===== config.mk =====
export PLATFORM = sky130hd
export DESIGN_NAME = operand_bypass_ctrl
export DESIGN_NICKNAME = d
export VERILOG_FILES = /design/src/rtl/bypass_pkg.sv /design/src/rtl/bypass_match.sv /design/src/rtl/operand_bypass_ctrl.sv
export SDC_FILE = /design/constraint.sdc
export NUM_CORES = 1
export LEC_CHECK = 0
export ABC_AREA = 0
export CAP_MARGIN = 30
export CORE_MARGIN = 1
export CORE_UTILIZATION = 38
export DETAILED_ROUTE_END_ITERATION = 6
export GPL_ROUTABILITY_DRIVEN = 0
export MAX_ROUTING_LAYER = met4
export PLACE_DENSITY = 0.8
export SYNTH_ARGS = -nofsm -noshare
export SYNTH_HDL_FRONTEND = slang
export SYNTH_SLANG_ARGS = --single-unit

===== constraint.sdc =====
create_clock -name clock -period 2.2 [get_ports clock]
set_clock_uncertainty 0.2 [all_clocks]
set_input_delay 0.44 -clock clock [delete_from_list [all_inputs] [get_ports clock]]
set_output_delay 0.44 -clock clock [all_outputs]
set_load 0.05 [all_outputs]

===== src/rtl/bypass_pkg.sv =====
// bypass_pkg: select codes, default register-address width and the pipeline-slot record
// shared by the operand bypass controller and its comparators.
package bypass_pkg;

    localparam logic [1:0] SEL_REGFILE = 2'b00;
    localparam logic [1:0] SEL_EXMEM   = 2'b01;
    localparam logic [1:0] SEL_MEMWB   = 2'b10;
    localparam logic [1:0] SEL_IMM     = 2'b11;

    localparam int DEF_REG_ADDR_W = 5;
    // Slots carry a fixed-width dest so the record type can live here; any REG_ADDR_W up to this fits.
    localparam int SLOT_ADDR_W = 8;

    typedef struct packed {
        logic                   valid;
        logic [SLOT_ADDR_W-1:0] dest;
        logic                   we;
        logic                   load;
    } slot_t;

endpackage


===== src/rtl/bypass_match.sv =====
// bypass_match: per-operand comparator; picks the youngest in-flight writer of src
// and flags when that writer is a load still in EX.
module bypass_match
    import bypass_pkg::*;
(
    input  logic [SLOT_ADDR_W-1:0] src,
    input  slot_t                  ex,
    input  slot_t                  mem,
    output logic [1:0]             sel,
    output logic                   ex_load_hit
);

    logic ex_hit;
    logic mem_hit;

    always_comb begin
        ex_hit      = ex.valid & ex.we & (ex.dest == src) & (src != '0);
        mem_hit     = mem.valid & mem.we & (mem.dest == src) & (src != '0);
        sel         = ex_hit ? SEL_EXMEM : mem_hit ? SEL_MEMWB : SEL_REGFILE;
        ex_load_hit = ex_hit & ex.load;
    end

endmodule


===== src/rtl/operand_bypass_ctrl.sv =====
// operand_bypass_ctrl: registered EX-stage operand mux selects plus load-use stall request.
// Define BYPASS_STALL_CNT_EN to add the saturating stall_count output.
module operand_bypass_ctrl
    import bypass_pkg::*;
#(
    parameter int REG_ADDR_W = DEF_REG_ADDR_W
) (
    input  logic                  clock,
    input  logic                  reset,
    input  logic                  dx_valid,
    input  logic [REG_ADDR_W-1:0] dx_rs1,
    input  logic [REG_ADDR_W-1:0] dx_rs2,
    input  logic                  dx_b_imm,
    input  logic [REG_ADDR_W-1:0] dx_dest,
    input  logic                  dx_we,
    input  logic                  dx_load,
    input  logic                  flush,
    output logic [1:0]            sel_a,
    output logic [1:0]            sel_b,
    output logic                  stall
`ifdef BYPASS_STALL_CNT_EN
    ,
    output logic [31:0]           stall_count
`endif
);

    slot_t      ex;
    slot_t      mem;
    slot_t      ex_in;
    logic [1:0] nxt_a;
    logic [1:0] nxt_b_raw;
    logic [1:0] nxt_b;
    logic       hit_a;
    logic       hit_b;
    logic       enter;

    bypass_match u_match_a (
        .src         (SLOT_ADDR_W'(dx_rs1)),
        .ex          (ex),
        .mem         (mem),
        .sel         (nxt_a),
        .ex_load_hit (hit_a)
    );

    bypass_match u_match_b (
        .src         (SLOT_ADDR_W'(dx_rs2)),
        .ex          (ex),
        .mem         (mem),
        .sel         (nxt_b_raw),
        .ex_load_hit (hit_b)
    );

    always_comb begin
        stall       = dx_valid & ~flush & (hit_a | (~dx_b_imm & hit_b));
        nxt_b       = dx_b_imm ? SEL_IMM : nxt_b_raw;
        enter       = dx_valid & ~flush & ~stall;
        ex_in       = '0;
        ex_in.valid = 1'b1;
        ex_in.dest  = SLOT_ADDR_W'(dx_dest);
        ex_in.we    = dx_we;
        ex_in.load  = dx_load;
    end

    always_ff @(posedge clock or negedge reset) begin
        if (!reset) begin
            ex    <= '0;
            mem   <= '0;
            sel_a <= SEL_REGFILE;
            sel_b <= SEL_REGFILE;
        end else begin
            mem   <= ex;
            ex    <= enter ? ex_in : '0;
            sel_a <= enter ? nxt_a : SEL_REGFILE;
            sel_b <= enter ? nxt_b : SEL_REGFILE;
        end
    end

`ifdef BYPASS_STALL_CNT_EN
    always_ff @(posedge clock or negedge reset) begin
        if (!reset) stall_count <= '0;
        else        stall_count <= stall_count + {31'd0, stall & ~&stall_count};
    end
`endif

endmodule


Yosys cells after proc, flatten, opt, wreduce, memory -nomap -nowiden

Cells that the tools add are included.

Flip-flop bits (word level): 25
Input bits: 22
Word-level logic and storage cells: 43
Output and inout bits: 5

Reductions and logical operators: 2
Equality and inequality tests: 4
Multiplexer cells: 8
Bitwise operators: 20

Operators by type and width:

| operator          | count |
|---|---|
| $eq 8x5->1        | 4 |
| $and 1x1->1       | 16 |
| $reduce_bool 8->1 | 2 |
| $mux 2            | 7 |
| $mux 11           | 1 |
| $not 1->1         | 3 |
| $or 1x1->1        | 1 |

Longest topological paths before layout

Depth after elaboration: 10
Depth in mapped cells: 6
Gate-level depth less buffers: 5

Cells and area by module

Synthesis repeated with hierarchy kept, for this count alone.

Cell total of the unflattened synthesis: 104
Area total of the unflattened synthesis: 1177.4 um^2

Modules (own cells, without submodules):

| module              | area an instance (um^2) | times used | cells an instance | sequential area each (um^2) |
|---|---|---|---|---|
| operand_bypass_ctrl | 684.4                   | 1          | 42                | 500.5 |
| bypass_match        | 246.5                   | 2          | 31                | 0.0 |

Worst setup path after synthesis

OpenSTA, ideal clock, no wires.

Kind: input-to-output
From: input dx_rs2[1]
To: output stall
Path buffers: 1
Setup slack: -0.188 ns
Stages on the path: 6
Data required time: 1.560 ns
Arrival: 1.748 ns
Cells stage by stage: or4_4 > o221ai_2 > nor4_2 > o21a_1 > buf_6 > and2_4

Cells in the longest elaborated chain, start to end: 7
Elaborated cells on any way between the ends: 8
Those cells by class: eq/ne (1); bitwise (6); reduce/logical (1)

RTL lines:

| what            | line                      | source |
|---|---|---|
| from (decl)     | operand_bypass_ctrl.sv:12 | `input logic [REG_ADDR_W-1:0] dx_rs2,` |
| $eq 8x5->1      | bypass_match.sv:17        | `ex_hit = ex.valid & ex.we & (ex.dest == src) & (src != '0);` |
| $and 1x1->1     | bypass_match.sv:17        |  |
| $and 1x1->1 (*) | bypass_match.sv:17        |  |
| $and 1x1->1 (*) | bypass_match.sv:20        | `ex_load_hit = ex_hit & ex.load;` |
| $and 1x1->1 (*) | operand_bypass_ctrl.sv:54 | `stall = dx_valid & ~flush & (hit_a \| (~dx_b_imm & hit_b));` |
| $or 1x1->1 (*)  | operand_bypass_ctrl.sv:54 |  |
| $and 1x1->1 (*) | operand_bypass_ctrl.sv:54 |  |
| to (decl)       | operand_bypass_ctrl.sv:20 | `output logic stall` |

Mark *: on every way between the ends. The rest lies on a longest branch, timed or not.

Worst setup path after layout

Ends and elaborated chain as after synthesis.

==> impl_metrics.xml <==
<?xml version="1.0" encoding="UTF-8"?>
<metrics>
  <group name="finish">
    <metric name="most-common-layout-cells" unit="">21 x buf_4, 19 x dfrtp_1, 15 x clkdlybuf4s50_1</metric>
    <metric name="drive_above_1_share" unit="%">34.3</metric>
    <metric name="flow.area_growth_from_synthesis" unit="%">58.2</metric>
    <metric name="fin_nets" unit="">157</metric>
    <metric name="layout.filler_cells" unit="">184</metric>
    <metric name="layout.cells.most_common" unit="">buf_4</metric>
    <metric name="stdcell_count" unit="">162</metric>
    <metric name="n_antenna_cell" unit="">0</metric>
  </group>
  <group name="worst_setup_path">
    <metric name="cpPeakStageDelay" unit="ps">550</metric>
    <metric name="crit_arrival" unit="ps">1850</metric>
    <metric name="timing.critical_path.buf_inv" unit="">2</metric>
    <metric name="cell_count_of_the_worst_reg_to_reg_path" unit="">4</metric>
    <metric name="worstSetupEndpointType" unit="">output port</metric>
    <metric name="timing.setup.critical_path_class" unit="">primary input to output port</metric>
    <metric name="startpoint" unit="">dx_rs2[1]</metric>
    <metric name="cp.required" unit="ps">1560</metric>
    <metric name="worst-path-max-fanout" unit="">2</metric>
    <metric name="cpMaxStageDelayCell" unit="">or4_4</metric>
    <metric name="critical_path.reg2reg.startpoint" unit="">ex[2]$_DFF_PN0_</metric>
    <metric name="path_depth" unit="">7</metric>
    <metric name="setup.worst_path.start_class" unit="">primary input</metric>
    <metric name="critical-path-top-delay-family" unit="">simple AND/OR/NAND/NOR gates</metric>
    <metric name="crit_path_cell_trace" unit="">buf_6 -&gt; or4_4 -&gt; o221ai_4 -&gt; nor4_4 -&gt; o21a_1 -&gt; and2_4 -&gt; buf_12</metric>
  </group>
  <group name="route">
    <metric name="drt_pre_antenna_iters" unit="">4</metric>
    <metric name="dr.first_iter.drc_count" unit="">22</metric>
    <metric name="ant_nets" unit="">0</metric>
    <metric name="routed_wl" unit="mm">2.21</metric>
    <metric name="vias_per_cell" unit="">4.95</metric>
    <metric name="num_vias" unit="">802</metric>
    <metric name="detail_route.drc_violations" unit="">0</metric>
    <metric name="detail_route.wl_per_cell" unit="um">13.6</metric>
  </group>
  <group name="place">
    <metric name="dp.cells" unit="">155</metric>
    <metric name="port_buffers" unit="">26</metric>
    <metric name="hpwlAfterDp" unit="mm">1.67</metric>
  </group>
  <group name="global_routing">
    <metric name="grt_start_max_net_pins" unit="">20</metric>
    <metric name="grt_pass1_vias" unit="">798</metric>
    <metric name="global_route_wire_length_before_repair" unit="mm">3.64</metric>
    <metric name="total_routing_usage_gr" unit="%">20.3</metric>
    <metric name="initial_antenna_violation_count" unit="">0</metric>
    <metric name="globalRouteOverflowTotal" unit="">0</metric>
  </group>
  <group name="timing">
    <metric name="finalCriticalPeriod" unit="ps">2490</metric>
    <metric name="tightestPinTransition" unit="ps">491</metric>
    <metric name="worst_slew_margin_rel" unit="%">67.2</metric>
    <metric name="hold_slack" unit="ps">240</metric>
    <metric name="grt_setup_unrepaired" unit="">yes</metric>
    <metric name="maxClockFrequency" unit="MHz">401</metric>
    <metric name="share_of_the_cycle_needed_by_the_critical_path_after_routing" unit="%">113</metric>
    <metric name="layout_setup_ws" unit="ps">-292</metric>
    <metric name="hold_viol_final" unit="">0</metric>
    <metric name="setup_viol_count_final" unit="">1</metric>
    <metric name="timing.final.max_slew_violations" unit="">0</metric>
  </group>
  <group name="clocking">
    <metric name="clk_pin_slew" unit="ps">110</metric>
    <metric name="htree_levels" unit="">1</metric>
    <metric name="cts_root_buffer" unit="">clkbuf_4</metric>
    <metric name="cts-hold-fix-buffers" unit="">0</metric>
    <metric name="numClockSinks" unit="">19</metric>
    <metric name="insertion_delay" unit="ps">300</metric>
    <metric name="cts.path.max_buffers" unit="">2</metric>
    <metric name="numCtsBuffers" unit="">3</metric>
    <metric name="tritoncts" unit="">yes</metric>
  </group>
  <group name="job">
    <metric name="max-cap-violations" unit="">0</metric>
  </group>
  <group name="synthesis">
    <metric name="synth_area" unit="um^2">918</metric>
    <metric name="synthesis.area_per_instance" unit="um^2">10.8</metric>
    <metric name="synth.net_count" unit="">107</metric>
    <metric name="number_of_distinct_library_cells_after_synthesis" unit="">28</metric>
    <metric name="ys_warn_count" unit="">0</metric>
    <metric name="synthCells" unit="">85</metric>
    <metric name="synth-seq-cells" unit="">19</metric>
    <metric name="synth_seq_area_share" unit="%">51.8</metric>
  </group>
  <group name="worst_hold_path">
    <metric name="hold_path_depth" unit="">0</metric>
    <metric name="hold_path.class" unit="">flip-flop to flip-flop</metric>
    <metric name="min_from" unit="">ex[10]$_DFF_PN0_</metric>
  </group>
  <group name="power">
    <metric name="power_density_relative_to_cell_area" unit="mW/mm^2">481</metric>
    <metric name="power.leakage" unit="nW">0.639</metric>
    <metric name="irDropWorstVdd" unit="mV">0.367</metric>
  </group>
  <group name="floorplanning">
    <metric name="std_cell_rows" unit="">17</metric>
    <metric name="initial_core_util" unit="%">40.7</metric>
    <metric name="fp.dieW" unit="um">51.2</metric>
    <metric name="floorplan.die.height" unit="um">51.2</metric>
    <metric name="core" unit="mm^2">0.00225</metric>
    <metric name="area_enclosed_by_the_die_boundary" unit="mm^2">0.00262</metric>
    <metric name="top_level_ports" unit="">27</metric>
  </group>
  <group name="outcome">
    <metric name="violations" unit="">negative setup slack</metric>
    <metric name="run_status" unit="">finished, violations left</metric>
  </group>
</metrics>
[state kept, by name, summed over array words and instances (netlist names)]
register / cells
ex: 8
mem: 7
sel_a: 2
sel_b: 2
[logic make-up after synthesis]
group	after synthesis	share of synthesized area, %
AOI/OAI and AO/OA	8	8.31
and+or+nand+nor	36	20.8
buffers and inverters	5	2.86
xor gates and xnor gates	17	16.2
DFF	19	51.8
[where the power goes]
part | internal, mW | switching (mW) | leakage [nW]
Clock | 0.0691 | 0.111 | 0.0139
Sequential | 0.361 | 0.0114 | 0.256
Combinational | 0.0818 | 0.0631 | 0.370
Total | 0.512 | 0.186 | 0.639
[final cells by class]
cell class / instances / area [um^2] / area share, %
clock buffer: 3 / 22.5 / 1.55
clock inverter: 1 / 7.51 / 0.517
inverter: 3 / 11.3 / 0.775
multi-input combinational: 61 / 489 / 33.7
sequential: 19 / 475 / 32.7
tap: 28 / 35.0 / 2.41
timing repair buffer: 47 / 412 / 28.3
[stage by stage]
step	setup TNS [ps]	power, mW	worst slack [ps]	util, %	instance area, um^2
final	-292	0.698	-292	64.4	1450
after floorplan	-161	0.424	-161	-	918
after CTS	-336	0.691	-336	61.8	1390
after global routing	-347	0.731	-347	64.4	1450
after detailed placement	-3590	0.512	-663	59.6	1340
after global placement	-2810	0.507	-611	59.6	1340
[worst paths after layout]
kind / to / slack, ps
max: stall / -290
min: mem[10]$_DFF_PN0_ / 240
max reg2reg: sel_b[0]$_DFF_PN0_ / 320
min reg2reg: mem[10]$_DFF_PN0_ / 240
max in group asynchronous: sel_b[1]$_DFF_PN0_ / 1330
min in group asynchronous: mem[6]$_DFF_PN0_ / 260
[synth_stat cells, drive strengths merged]
cell | instances | area [um^2]
nand2b | 1 | 6.26
xnor2 | 15 | 131
nor2b | 1 | 6.26
nor3 | 2 | 10.0
nand4 | 2 | 12.5
nor2 | 10 | 37.5
o2111ai | 1 | 8.76
nand2 | 10 | 37.5
a2111oi | 1 | 15.0
xor2 | 2 | 17.5
nor4 | 2 | 18.8
or4 | 4 | 35.0
dfrtp | 19 | 475
o21a | 1 | 7.51
nand3 | 1 | 5.00
inv | 3 | 11.3
buf | 2 | 15.0
nor3b | 1 | 7.51
o221ai | 1 | 15.0
o22ai | 2 | 12.5
a41oi | 1 | 8.76
a221oi | 1 | 8.76
and2 | 2 | 15.0
[repair_timing]
item | in CTS | in global routing
resized for setup | 33 | 9
pin swaps | 8 | 10
endpoints found under the setup margin | 3 | 1
setup buffers | 0 | 3
[routing by layer]
metal  vias up  global-route usage [%]  wire (um)
li1        390                       -          -
met1       373                    23.2        956
met2        31                    30.5       1030
met3         8                    5.36        136
met4         0                    14.8         86
met5         -                       -          0
Power figures use the tool's default switching activity.
